===== src/rtl/mips_pkg.sv =====
// Shared definitions for the MEM-stage memory access unit.
package mips_pkg;

    localparam int WORD_W          = 32;
    localparam int TIMEOUT_CYC_DEF = 255;

    // Bus handshake states of the memory access unit
    typedef enum logic [1:0] {
        IDLE     = 2'd0,
        WAIT_GNT = 2'd1,
        WAIT_RSP = 2'd2
    } mau_state_t;

    // A memory access must be word aligned; non-memory instructions never misalign
    function automatic logic is_misaligned(input logic memOp, input logic [1:0] addrLsb);
        return memOp && (addrLsb != 2'b00);
    endfunction

endpackage


===== src/rtl/mem_access_unit_if.sv =====
// Data-memory request/grant/response bus between the MEM stage and the memory.
interface mem_access_unit_if;
    import mips_pkg::*;

    logic              req;
    logic              we;
    logic [WORD_W-1:0] addr;
    logic [WORD_W-1:0] wdata;
    logic              gnt;
    logic              rvalid;
    logic [WORD_W-1:0] rdata;

    modport master (
        output req, we, addr, wdata,
        input  gnt, rvalid, rdata
    );

    modport slave (
        input  req, we, addr, wdata,
        output gnt, rvalid, rdata
    );

endinterface


===== src/rtl/mem_wb_out_reg.sv =====
// MEM/WB pipeline register: loads the completing instruction or a bubble each edge.
module mem_wb_out_reg
    import mips_pkg::*;
(
    input  logic              clk,
    input  logic              nrst,
    input  logic              i_complete,
    input  logic              i_loadData,
    input  logic              i_Mem2Reg,
    input  logic              i_RegWrite,
    input  logic [WORD_W-1:0] i_MemData,
    input  logic [WORD_W-1:0] i_ALUOut,
    input  logic [WORD_W-1:0] i_RegAddrW,
    input  logic              i_excOverflow,
    input  logic              i_excMisalign,
    input  logic              i_excBusErr,
    output logic              o_Mem2Reg,
    output logic              o_RegWrite,
    output logic [WORD_W-1:0] o_MemData,
    output logic [WORD_W-1:0] o_ALUOut,
    output logic [WORD_W-1:0] o_RegAddrW,
    output logic              o_excOverflow,
    output logic              o_excMisalign,
    output logic              o_excBusErr
);

    logic              r_Mem2Reg;
    logic              r_RegWrite;
    logic [WORD_W-1:0] r_MemData;
    logic [WORD_W-1:0] r_ALUOut;
    logic [WORD_W-1:0] r_RegAddrW;
    logic              r_excOverflow;
    logic              r_excMisalign;
    logic              r_excBusErr;

    // Control and exception flags: real values on completion, a bubble otherwise
    always_ff @(posedge clk or negedge nrst) begin
        if (!nrst) begin
            r_Mem2Reg     <= 1'b0;
            r_RegWrite    <= 1'b0;
            r_excOverflow <= 1'b0;
            r_excMisalign <= 1'b0;
            r_excBusErr   <= 1'b0;
        end else if (i_complete) begin
            r_Mem2Reg     <= i_Mem2Reg;
            r_RegWrite    <= i_RegWrite;
            r_excOverflow <= i_excOverflow;
            r_excMisalign <= i_excMisalign;
            r_excBusErr   <= i_excBusErr;
        end else begin
            r_Mem2Reg     <= 1'b0;
            r_RegWrite    <= 1'b0;
            r_excOverflow <= 1'b0;
            r_excMisalign <= 1'b0;
            r_excBusErr   <= 1'b0;
        end
    end

    // Data fields only move on completion; load data only when a response arrived
    always_ff @(posedge clk or negedge nrst) begin
        if (!nrst) begin
            r_MemData  <= '0;
            r_ALUOut   <= '0;
            r_RegAddrW <= '0;
        end else if (i_complete) begin
            r_ALUOut   <= i_ALUOut;
            r_RegAddrW <= i_RegAddrW;
            if (i_loadData) begin
                r_MemData <= i_MemData;
            end
        end
    end

    assign o_Mem2Reg     = r_Mem2Reg;
    assign o_RegWrite    = r_RegWrite;
    assign o_MemData     = r_MemData;
    assign o_ALUOut      = r_ALUOut;
    assign o_RegAddrW    = r_RegAddrW;
    assign o_excOverflow = r_excOverflow;
    assign o_excMisalign = r_excMisalign;
    assign o_excBusErr   = r_excBusErr;

endmodule


===== src/rtl/mem_access_unit.sv =====
// MEM stage: issues data-memory accesses, resolves branches, raises exceptions
// and stalls upstream until the current instruction completes.
module mem_access_unit
    import mips_pkg::*;
#(
    parameter int TIMEOUT_CYC   = TIMEOUT_CYC_DEF,
    parameter bit BUBBLE_ON_EXC = 1'b1
)
(
    input  logic              clk,
    input  logic              nrst,
    input  logic [WORD_W-1:0] i_MEM_data_RTData,
    input  logic              i_MEM_ctrl_MemWrite,
    input  logic              i_MEM_ctrl_MemRead,
    input  logic              i_MEM_ctrl_Branch,
    input  logic              i_WB_ctrl_Mem2Reg,
    input  logic              i_WB_ctrl_RegWrite,
    input  logic [WORD_W-1:0] i_MEM_data_PCBranch,
    input  logic [WORD_W-1:0] i_MEM_data_ALUOut,
    input  logic              i_MEM_data_Zero,
    input  logic              i_MEM_data_Overflow,
    input  logic [WORD_W-1:0] i_WB_data_RegAddrW,
    mem_access_unit_if.master dmem,
    output logic              o_stall,
    output logic              o_PCSrc,
    output logic [WORD_W-1:0] o_PCBranch,
    output logic              o_WB_ctrl_Mem2Reg,
    output logic              o_WB_ctrl_RegWrite,
    output logic [WORD_W-1:0] o_WB_data_MemData,
    output logic [WORD_W-1:0] o_WB_data_ALUOut,
    output logic [WORD_W-1:0] o_WB_data_RegAddrW,
    output logic              o_exc_Overflow,
    output logic              o_exc_Misalign,
    output logic              o_exc_BusErr
);

    localparam logic [7:0] TO_LIMIT = 8'(TIMEOUT_CYC);

    mau_state_t r_state;
    mau_state_t w_nextState;
    logic [7:0] r_toCnt;

    logic w_memOp;
    logic w_misalign;
    logic w_isStore;
    logic w_timeout;
    logic w_req;
    logic w_complete;
    logic w_capture;
    logic w_busErr;
    logic w_excAny;
    logic w_regWrite;

    assign w_memOp    = i_MEM_ctrl_MemRead | i_MEM_ctrl_MemWrite;
    assign w_misalign = is_misaligned(w_memOp, i_MEM_data_ALUOut[1:0]);
    assign w_isStore  = i_MEM_ctrl_MemWrite;
    assign w_timeout  = (r_toCnt == TO_LIMIT);

    // State register
    always_ff @(posedge clk or negedge nrst) begin
        if (!nrst) begin
            r_state <= IDLE;
        end else begin
            r_state <= w_nextState;
        end
    end

    // Bus timeout counter: runs across both wait states, cleared whenever idle or leaving
    always_ff @(posedge clk or negedge nrst) begin
        if (!nrst) begin
            r_toCnt <= 8'd0;
        end else if (r_state == IDLE || w_nextState == IDLE) begin
            r_toCnt <= 8'd0;
        end else begin
            r_toCnt <= r_toCnt + 8'd1;
        end
    end

    // Next state, request and completion decode; a store with both flags set wins
    always_comb begin
        w_nextState = r_state;
        w_req       = 1'b0;
        w_complete  = 1'b0;
        w_capture   = 1'b0;
        w_busErr    = 1'b0;
        case (r_state)
            IDLE: begin
                if (w_memOp && !w_misalign) begin
                    w_req = 1'b1;
                    if (dmem.gnt) begin
                        if (w_isStore) begin
                            w_complete = 1'b1;
                        end else begin
                            w_nextState = WAIT_RSP;
                        end
                    end else begin
                        w_nextState = WAIT_GNT;
                    end
                end else begin
                    w_complete = 1'b1;
                end
            end
            WAIT_GNT: begin
                if (w_timeout) begin
                    w_complete  = 1'b1;
                    w_busErr    = 1'b1;
                    w_nextState = IDLE;
                end else begin
                    w_req = 1'b1;
                    if (dmem.gnt) begin
                        if (w_isStore) begin
                            w_complete  = 1'b1;
                            w_nextState = IDLE;
                        end else begin
                            w_nextState = WAIT_RSP;
                        end
                    end
                end
            end
            WAIT_RSP: begin
                if (dmem.rvalid) begin
                    w_complete  = 1'b1;
                    w_capture   = 1'b1;
                    w_nextState = IDLE;
                end else if (w_timeout) begin
                    w_complete  = 1'b1;
                    w_busErr    = 1'b1;
                    w_nextState = IDLE;
                end
            end
            default: begin
                w_nextState = IDLE;
            end
        endcase
    end

    // Request attributes come straight from EX/MEM, which upstream holds while stalled
    assign dmem.req   = w_req;
    assign dmem.we    = w_isStore;
    assign dmem.addr  = i_MEM_data_ALUOut;
    assign dmem.wdata = i_MEM_data_RTData;

    assign o_stall    = ~w_complete;
    assign o_PCSrc    = i_MEM_ctrl_Branch & i_MEM_data_Zero & w_complete;
    assign o_PCBranch = i_MEM_data_PCBranch;

    assign w_excAny   = i_MEM_data_Overflow | w_misalign | w_busErr;
    assign w_regWrite = i_WB_ctrl_RegWrite & ~(BUBBLE_ON_EXC & w_excAny);

    mem_wb_out_reg u_wbReg (
        .clk           (clk),
        .nrst          (nrst),
        .i_complete    (w_complete),
        .i_loadData    (w_capture),
        .i_Mem2Reg     (i_WB_ctrl_Mem2Reg),
        .i_RegWrite    (w_regWrite),
        .i_MemData     (dmem.rdata),
        .i_ALUOut      (i_MEM_data_ALUOut),
        .i_RegAddrW    (i_WB_data_RegAddrW),
        .i_excOverflow (i_MEM_data_Overflow),
        .i_excMisalign (w_misalign),
        .i_excBusErr   (w_busErr),
        .o_Mem2Reg     (o_WB_ctrl_Mem2Reg),
        .o_RegWrite    (o_WB_ctrl_RegWrite),
        .o_MemData     (o_WB_data_MemData),
        .o_ALUOut      (o_WB_data_ALUOut),
        .o_RegAddrW    (o_WB_data_RegAddrW),
        .o_excOverflow (o_exc_Overflow),
        .o_excMisalign (o_exc_Misalign),
        .o_excBusErr   (o_exc_BusErr)
    );

endmodule


===== src/flat_wrapper.sv =====
// flat-port wrapper written by rule: the top's interface ports become plain ports
module mem_access_unit_flat import mips_pkg::*;
#(
    parameter int TIMEOUT_CYC   = TIMEOUT_CYC_DEF,
    parameter bit BUBBLE_ON_EXC = 1'b1
)
  (clk, nrst, i_MEM_data_RTData, i_MEM_ctrl_MemWrite, i_MEM_ctrl_MemRead, i_MEM_ctrl_Branch, i_WB_ctrl_Mem2Reg, i_WB_ctrl_RegWrite, i_MEM_data_PCBranch, i_MEM_data_ALUOut, i_MEM_data_Zero, i_MEM_data_Overflow, i_WB_data_RegAddrW, o_stall, o_PCSrc, o_PCBranch, o_WB_ctrl_Mem2Reg, o_WB_ctrl_RegWrite, o_WB_data_MemData, o_WB_data_ALUOut, o_WB_data_RegAddrW, o_exc_Overflow, o_exc_Misalign, o_exc_BusErr, dmem_req, dmem_we, dmem_addr, dmem_wdata, dmem_gnt, dmem_rvalid, dmem_rdata);
  mem_access_unit_if dmem_i ();
  input  logic clk;
  input  logic nrst;
  input  logic [WORD_W-1:0] i_MEM_data_RTData;
  input  logic i_MEM_ctrl_MemWrite;
  input  logic i_MEM_ctrl_MemRead;
  input  logic i_MEM_ctrl_Branch;
  input  logic i_WB_ctrl_Mem2Reg;
  input  logic i_WB_ctrl_RegWrite;
  input  logic [WORD_W-1:0] i_MEM_data_PCBranch;
  input  logic [WORD_W-1:0] i_MEM_data_ALUOut;
  input  logic i_MEM_data_Zero;
  input  logic i_MEM_data_Overflow;
  input  logic [WORD_W-1:0] i_WB_data_RegAddrW;
  output logic o_stall;
  output logic o_PCSrc;
  output logic [WORD_W-1:0] o_PCBranch;
  output logic o_WB_ctrl_Mem2Reg;
  output logic o_WB_ctrl_RegWrite;
  output logic [WORD_W-1:0] o_WB_data_MemData;
  output logic [WORD_W-1:0] o_WB_data_ALUOut;
  output logic [WORD_W-1:0] o_WB_data_RegAddrW;
  output logic o_exc_Overflow;
  output logic o_exc_Misalign;
  output logic o_exc_BusErr;
  output wire logic [$bits(dmem_i.req)-1:0] dmem_req;
  output wire logic [$bits(dmem_i.we)-1:0] dmem_we;
  output wire logic [$bits(dmem_i.addr)-1:0] dmem_addr;
  output wire logic [$bits(dmem_i.wdata)-1:0] dmem_wdata;
  input wire logic [$bits(dmem_i.gnt)-1:0] dmem_gnt;
  input wire logic [$bits(dmem_i.rvalid)-1:0] dmem_rvalid;
  input wire logic [$bits(dmem_i.rdata)-1:0] dmem_rdata;
  assign dmem_req = dmem_i.req;
  assign dmem_we = dmem_i.we;
  assign dmem_addr = dmem_i.addr;
  assign dmem_wdata = dmem_i.wdata;
  assign dmem_i.gnt = dmem_gnt;
  assign dmem_i.rvalid = dmem_rvalid;
  assign dmem_i.rdata = dmem_rdata;
  mem_access_unit #(.TIMEOUT_CYC(TIMEOUT_CYC), .BUBBLE_ON_EXC(BUBBLE_ON_EXC)) u_core (.clk(clk), .nrst(nrst), .i_MEM_data_RTData(i_MEM_data_RTData), .i_MEM_ctrl_MemWrite(i_MEM_ctrl_MemWrite), .i_MEM_ctrl_MemRead(i_MEM_ctrl_MemRead), .i_MEM_ctrl_Branch(i_MEM_ctrl_Branch), .i_WB_ctrl_Mem2Reg(i_WB_ctrl_Mem2Reg), .i_WB_ctrl_RegWrite(i_WB_ctrl_RegWrite), .i_MEM_data_PCBranch(i_MEM_data_PCBranch), .i_MEM_data_ALUOut(i_MEM_data_ALUOut), .i_MEM_data_Zero(i_MEM_data_Zero), .i_MEM_data_Overflow(i_MEM_data_Overflow), .i_WB_data_RegAddrW(i_WB_data_RegAddrW), .dmem(dmem_i), .o_stall(o_stall), .o_PCSrc(o_PCSrc), .o_PCBranch(o_PCBranch), .o_WB_ctrl_Mem2Reg(o_WB_ctrl_Mem2Reg), .o_WB_ctrl_RegWrite(o_WB_ctrl_RegWrite), .o_WB_data_MemData(o_WB_data_MemData), .o_WB_data_ALUOut(o_WB_data_ALUOut), .o_WB_data_RegAddrW(o_WB_data_RegAddrW), .o_exc_Overflow(o_exc_Overflow), .o_exc_Misalign(o_exc_Misalign), .o_exc_BusErr(o_exc_BusErr));
endmodule

===== config.mk =====
export PLATFORM = sky130hd
export DESIGN_NAME = mem_access_unit_flat
export DESIGN_NICKNAME = d
export VERILOG_FILES = /design/src/rtl/mips_pkg.sv /design/src/rtl/mem_access_unit_if.sv /design/src/rtl/mem_wb_out_reg.sv /design/src/rtl/mem_access_unit.sv /design/src/flat_wrapper.sv
export SDC_FILE = /design/constraint.sdc
export NUM_CORES = 1
export LEC_CHECK = 0
export CAP_MARGIN = 30
export CORE_AREA = 3 3 141 143
export DETAILED_ROUTE_END_ITERATION = 8
export DIE_AREA = 0 0 144 146
export MAX_ROUTING_LAYER = met4
export PLACE_DENSITY = 0.63
export SLEW_MARGIN = 30
export SYNTH_ARGS = -nofsm -noshare
export SYNTH_HDL_FRONTEND = slang
export SYNTH_HIERARCHICAL = 1
export SYNTH_SLANG_ARGS = --single-unit

===== constraint.sdc =====
create_clock -name clk -period 2.9 [get_ports clk]
set_clock_uncertainty 0.2 [all_clocks]
set_input_delay 0.29 -clock clk [delete_from_list [all_inputs] [get_ports clk]]
set_output_delay 0.29 -clock clk [all_outputs]
set_load 0.03 [all_outputs]

==> metrics.txt, run 1 <==
n_diodes=0; H-tree levels=3; DRC viols=0; Setup TNS=0 ns; Die Span X=144 um; commonest cells after routing, fill and taps aside=240 x clkdlybuf4s50_1, 111 x dfrtp_1, 61 x mux2_2; DP Wirelength=10,700 um; max cap viols=0; Hold Path Origin=u_core/r_toCnt[0]; # fillers=1,714; antenna violations before repair=0; Synth Register Bits=111; critical path class=flop to primary output; global-route wire length before repair=20,700 um; number of global-route vias before repair=3,568; Std-Cell Rows=50; Arrival @ worst endpoint=2.28 ns; combinational share of power=55.6%; total CTS buffers=9; 1st-iter DRT viols=131; status=completed; Period minus WS final=2.77 ns; Fin. Hold Viols=0; Top-Level Pins=372; RSZ-0062 raised after global routing=no; Synth area leaders=dfrtp_1 52%, buf_4 14%, mux2_2 13%; fmax=361 MHz; hold endpoint=u_core/r_toCnt[0]; Hold Path Class=flop to flop; sw power=3.56 mW; FF-to-FF path depth=9; maximum fanout along the worst path=4; FF/Latch Area=0.00278 sq mm; number of instances in the placed design=761; Clock Sinks=111; largest net degree at the start of global routing=70; GRT Residual Overflow=0; Worst setup EP type=primary output; syn avg cell area=13.7 sq um; Bufs on Longest Clock Path=2; Layout Cells excl Fill=778; Initial Util=28.5%; Core Util, Final=40.8%; worst slew pin tran=0.616 ns; final setup fails=0; worst rel slew slack=58.9%; CP Launch Type=flop; via count=3,372; Power, Total=8.88 mW; dominant cell type by area after synthesis=dfrtp_1; hold path cells=1; Lkg Pwr=3.25 nW; count of unique library cells instantiated by Yosys=34; WL final=13,800 um; share of flip-flops with an asynchronous set or reset=100%; syn_nets=564; Root Buffer=clkbuf_16; TritonCTS clock tree=done; final worst path period share=95.6%; register share of total power=29.8%; internal power=5.33 mW; Total GRT Usage=13.2%; die area=0.0210 sq mm; ANT nets after route=0; ys flop type=dfrtp_1; switch share=40.0%; CTS clock-pin slew for the worst setup and hold paths=0.08 ns; peak supply drop=617 uV; layout net count=715; Clock power frac=14.6%; CORE AREA=0.0187 sq mm; placer congestion estimate=0.810; routed vias/inst=4.33; Syn Inst Count=388; Power Dens Cells=1160 mW/mm^2; r2r endpoint=u_core/u_wbReg/o_MemData[25]; average wire per standard cell=17.7 um; cell area after synthesis=0.00533 sq mm; Area growth, synth to finish=43.0%; Die Y=146 um; Worst EP required=2.41 ns; most common cell after layout, fill and taps aside=clkdlybuf4s50_1; Seq/Total Area, Yosys=52.1%; latest clock arrival within the worst-skew pair=0.35 ns; share of Yosys cell area claimed by the top area cell type=52.1%; worst r2r src=u_core/r_state[0]; postcts setup bufs=0; share of cells above drive strength 1=23.5%; EDFF count, synth=0; worst reg-to-reg setup slack=0.26 ns; multi-input logic area=0.00171 sq mm; Synth warnings=6; Buffers on Ports=243; Pre-antenna DRT Iters=4; max-slew violations=0
-- power by group through the flow --
| stage | combinational, mW | sequential [mW] | clock (mW) |
|---|---|---|---|
| global route | 5.17 | 2.75 | 1.42 |
| detailed placement | 5.01 | 2.67 | 0 |
| floorplan | 1.77 | 4.05 | 0 |
| global placement | 4.95 | 2.67 | 0 |
| CTS | 5.02 | 2.67 | 1.36 |
| finish | 4.94 | 2.65 | 1.30 |
-- per-stage QoR --
step	worst slack, ns	hold WS (ns)	area (sq um)
6_report	0.127	0.268	7630
5_1_grt	0.000262	0.282	7630
4_1_cts	0.113	0.275	7630
3_5_place_dp	0.123	0.150	7300
3_3_place_gp	0.172	0.146	7300
2_1_floorplan	0.000282	-0.206	5330
-- layer usage --
metal / wire length [um] / up-vias / GRT usage (%)
met5: 0 / - / -
met4: 264 / 0 / 4.57
met3: 1160 / 29 / 4.14
met2: 7110 / 190 / 22.3
met1: 5240 / 1637 / 14.8
li1: - / 1516 / -
-- synthesized netlist by cell type, drive strengths merged (4+ instances only) --
master	instances
nor2	8
o21ai	5
nand3	4
buf	110
mux2	96
ha	5
nor3	5
and3	5
dfrtp	111
and2	6
-- repair_timing --
| action | in CTS | in global routing |
|---|---|---|
| gates resized for setup | 3 | 0 |
| endpoints found under the setup margin | 2 | 0 |
| hold buffers | 1 | 0 |
| hold endpoints to repair | 46 | 0 |
-- final cells by class --
class | count | area share (%)
inverters | 3 | 0.164
multi-input cells | 164 | 22.4
clock buffers | 9 | 2.95
repair buffers | 250 | 33.0
well taps | 234 | 3.84
clock inverters | 7 | 1.21
flip-flops and latches | 111 | 36.4
-- worst max-delay path, stage by stage, from the launching register on --
cell and delay, ns:
dfrtp_1 0.40, inv_1 0.11, ha_1 0.23, and2_1 0.20
a311oi_1 0.32, a2bb2oi_2 0.25, dlygate4sd2_1 0.43
-- flip-flops by register name, summed over array words and instances (netlist names) --
register,cells
u_core/r_state,2
u_core/r_toCnt,8
u_core/u_wbReg/o_ALUOut,32
u_core/u_wbReg/o_Mem2Reg,1
u_core/u_wbReg/o_MemData,32
u_core/u_wbReg/o_RegAddrW,32
u_core/u_wbReg/o_RegWrite,1
u_core/u_wbReg/o_excBusErr,1
u_core/u_wbReg/o_excMisalign,1
u_core/u_wbReg/o_excOverflow,1
-- cells by family (layout without fill, tap and decap cells) --
logic type      Yosys count  count (layout)  share of synthesized area (%)
compound gates           14              14                           1.78
xor+xnor                  6               6                          0.986
fa+ha+maj                 5               5                           1.17
buf+inv                 113             269                           16.0
flops                   111             111                           52.1
mux                      96              96                           22.7
simple gates             43              43                           5.21
-- worst max-delay path by stage --
stage,startpoint,endpoint,slack [ns],depth (start not counted)
after CTS,u_core/r_state[0],o_stall,0.11,6
after floorplan,u_core/r_toCnt[0],u_core/u_wbReg/o_MemData[0],0.0003,10
after detailed placement,dmem_gnt,o_stall,0.12,5
final,u_core/r_state[0],o_stall,0.13,6
after global placement,dmem_gnt,o_stall,0.17,5
after global routing,u_core/r_state[0],o_PCSrc,0.0003,7
No activity file was read; power rests on OpenSTA's default activity.
==> inputs of run 2 (changes only) <==
ABC_CLOCK_PERIOD_IN_PS = 2900   (was default)
CORE_AREA = 3 3 143 145   (was 3 3 141 143)
DIE_AREA = 0 0 146 148   (was 0 0 144 146)
PLACE_DENSITY = 0.62   (was 0.63)
SYNTH_HIERARCHICAL = default   (was 1)
==> run 2 against run 1 <==
  * Maximum frequency increased by 0.71%
  * Critical path depth up 3
  * Sequential cell count stayed put
  * Critical path type is now flop to flop
  * Largest power group unchanged
==> metrics.txt, run 2 <==
Area growth, synth to finish=46.1%; total CTS buffers=9; hold path cells=1; Final Instance Area=0.00798 sq mm; cell area after synthesis=0.00546 sq mm; peak supply drop=432 uV; syn avg cell area=14.0 sq um; CP cell instances=inv_1 > ha_1 > and2b_1 > a221oi_4 > o32ai_4 > buf_12 > buf_4 > buf_4 > mux2_4; antenna violations before repair=0; fmax=363 MHz; Worst EP required=2.94 ns; share of cells above drive strength 1=24.9%; Cell Area, Placed=0.00750 sq mm; r2r endpoint=u_core.u_wbReg.o_RegAddrW[6]; CP Launch Type=flop; most common cell after layout, fill and taps aside=clkdlybuf4s50_1; ys flop type=dfrtp_1; hold endpoint=u_core.u_wbReg.o_ALUOut[15]; RSZ-0062 raised after global routing=no; Power, Total=9.53 mW; worst reg-to-reg setup slack=0.15 ns; Die Y=148 um; CORE AREA=0.0193 sq mm; TritonCTS clock tree=done; dominant cell type by area after synthesis=dfrtp_1; Synth area leaders=dfrtp_1 51%, mux2_4 16%, buf_4 13%; FF-to-FF path depth=9; syn_nets=567; worst rel slew slack=50.5%; Top-Level Pins=372; Syn Inst Count=391; Core Util, Final=41.3%; Power Dens Cells=1190 mW/mm^2; cell at the slowest stage of the critical path=dfrtp_1; Seq/Total Area, Yosys=50.9%; post-route setup slack=0.147 ns; Die Span X=146 um; H-tree levels=3; die area=0.0216 sq mm; routed vias/inst=4.16; Layout Cells excl Fill=831; average wire per standard cell=17.2 um; max incr delay on CP=0.39 ns; critical path class=flop to flop; Lkg Pwr=3.43 nW; Bufs on Longest Clock Path=2; 1st-iter DRT viols=95; Setup TNS=0 ns; Initial Util=28.2%; Hold Path Class=flop to flop; most numerous cell in the Yosys netlist=dfrtp_1; Pre-antenna DRT Iters=4; final setup fails=0; DRC viols=0; number of instances in the placed design=802; Worst setup EP type=flop; DP Wirelength=10,600 um; Post-synth top cells=111 x dfrtp_1, 97 x buf_4, 60 x mux2_4; layout net count=737; max cap viols=0; Period minus WS final=2.75 ns; EDFF count, synth=0; Root Buffer=clkbuf_16; worst slew pin tran=0.742 ns; maximum fanout along the worst path=18; max-slew violations=0; WL final=14,300 um; Synth Register Bits=111; share of Yosys cell area claimed by the top area cell type=50.9%; Clock Sinks=111; share of flip-flops with an asynchronous set or reset=100%; Fin. Hold Viols=0; Buffers on Ports=243; status=completed; worst r2r src=u_core.r_state[0]; cell seen most often among critical-path stages=buf_4; Arrival @ worst endpoint=2.79 ns; ANT nets after route=0; latest clock arrival within the worst-skew pair=0.35 ns; final worst path period share=94.9%; count of unique library cells instantiated by Yosys=42; n_diodes=0; dpl ws=0.0334 ns; Total GRT Usage=13.1%; final hold slack=0.287 ns; CTS clock-pin slew for the worst setup and hold paths=0.08 ns; Hold Path Origin=u_core.u_wbReg.o_ALUOut[15]; via count=3,456; largest net degree at the start of global routing=57; placer congestion estimate=0.765; GRT Residual Overflow=0; global-route wire length before repair=21,700 um; Std-Cell Rows=51; number of global-route vias before repair=3,874; Synth warnings=0; commonest cells after routing, fill and taps aside=240 x clkdlybuf4s50_1, 111 x dfrtp_1, 60 x mux2_4
[run 2: timing repair]
action,in CTS,in global routing
cloned,1,1
setup endpoints to repair,2,1
hold buffers,1,0
pin swaps,0,1
buffers inserted,0,10
hold endpoints to repair,53,0
resized for setup,1,1
[run 2: critical path: cells and delay by family (launching register included)]
family / cells / cell delay (ns)
buffers and inverters: 4 / 0.76
AOI/OAI and AO/OA: 2 / 0.46
DFF: 1 / 0.39
muxes: 1 / 0.34
and+or+nand+nor: 1 / 0.25
adders and majority gates: 1 / 0.24
[run 2: worst max path at each step]
stage | depth (start not counted) | endpoint | startpoint
3_5_place_dp | 7 | u_core.u_wbReg.o_RegAddrW[6] | i_MEM_ctrl_MemWrite
5_1_grt | 7 | o_stall | u_core.r_state[0]
4_1_cts | 8 | o_PCSrc | u_core.r_state[0]
6_report | 9 | u_core.u_wbReg.o_RegAddrW[6] | u_core.r_state[0]
2_1_floorplan | 7 | o_PCSrc | u_core.r_state[0]
3_3_place_gp | 6 | o_stall | dmem_gnt
[run 2: where the power goes]
group	leakage (nW)	switching, mW	internal, mW
Clock	0.159	0.617	0.701
Combinational	1.94	2.75	2.78
Sequential	1.33	0.405	2.27
[run 2: area by class of cell]
class                           instances  area (sq um)
Inverter                                5          18.8
Tap cell                              265           332
Fill cell                            1813         11400
Sequential cell                       111          2780
Clock buffer                            9           225
Multi-Input combinational cell        168          1840
Timing Repair Buffer                  266          2680
Clock inverter                          7           103
[run 2: layer usage]
metal	wire length [um]	global-route usage (%)	vias to the layer above
met5	0	-	-
met4	370	4.75	0
met3	1150	5.33	35
met2	7450	22.5	153
met1	5290	13.7	1697
li1	-	-	1571
[run 2: logic make-up after synthesis]
logic type | share of synthesized area, %
mux | 23.9
fa+ha+maj | 1.15
simple gates | 4.45
xor+xnor | 0.962
flops | 50.9
buf+inv | 15.8
compound gates | 2.84
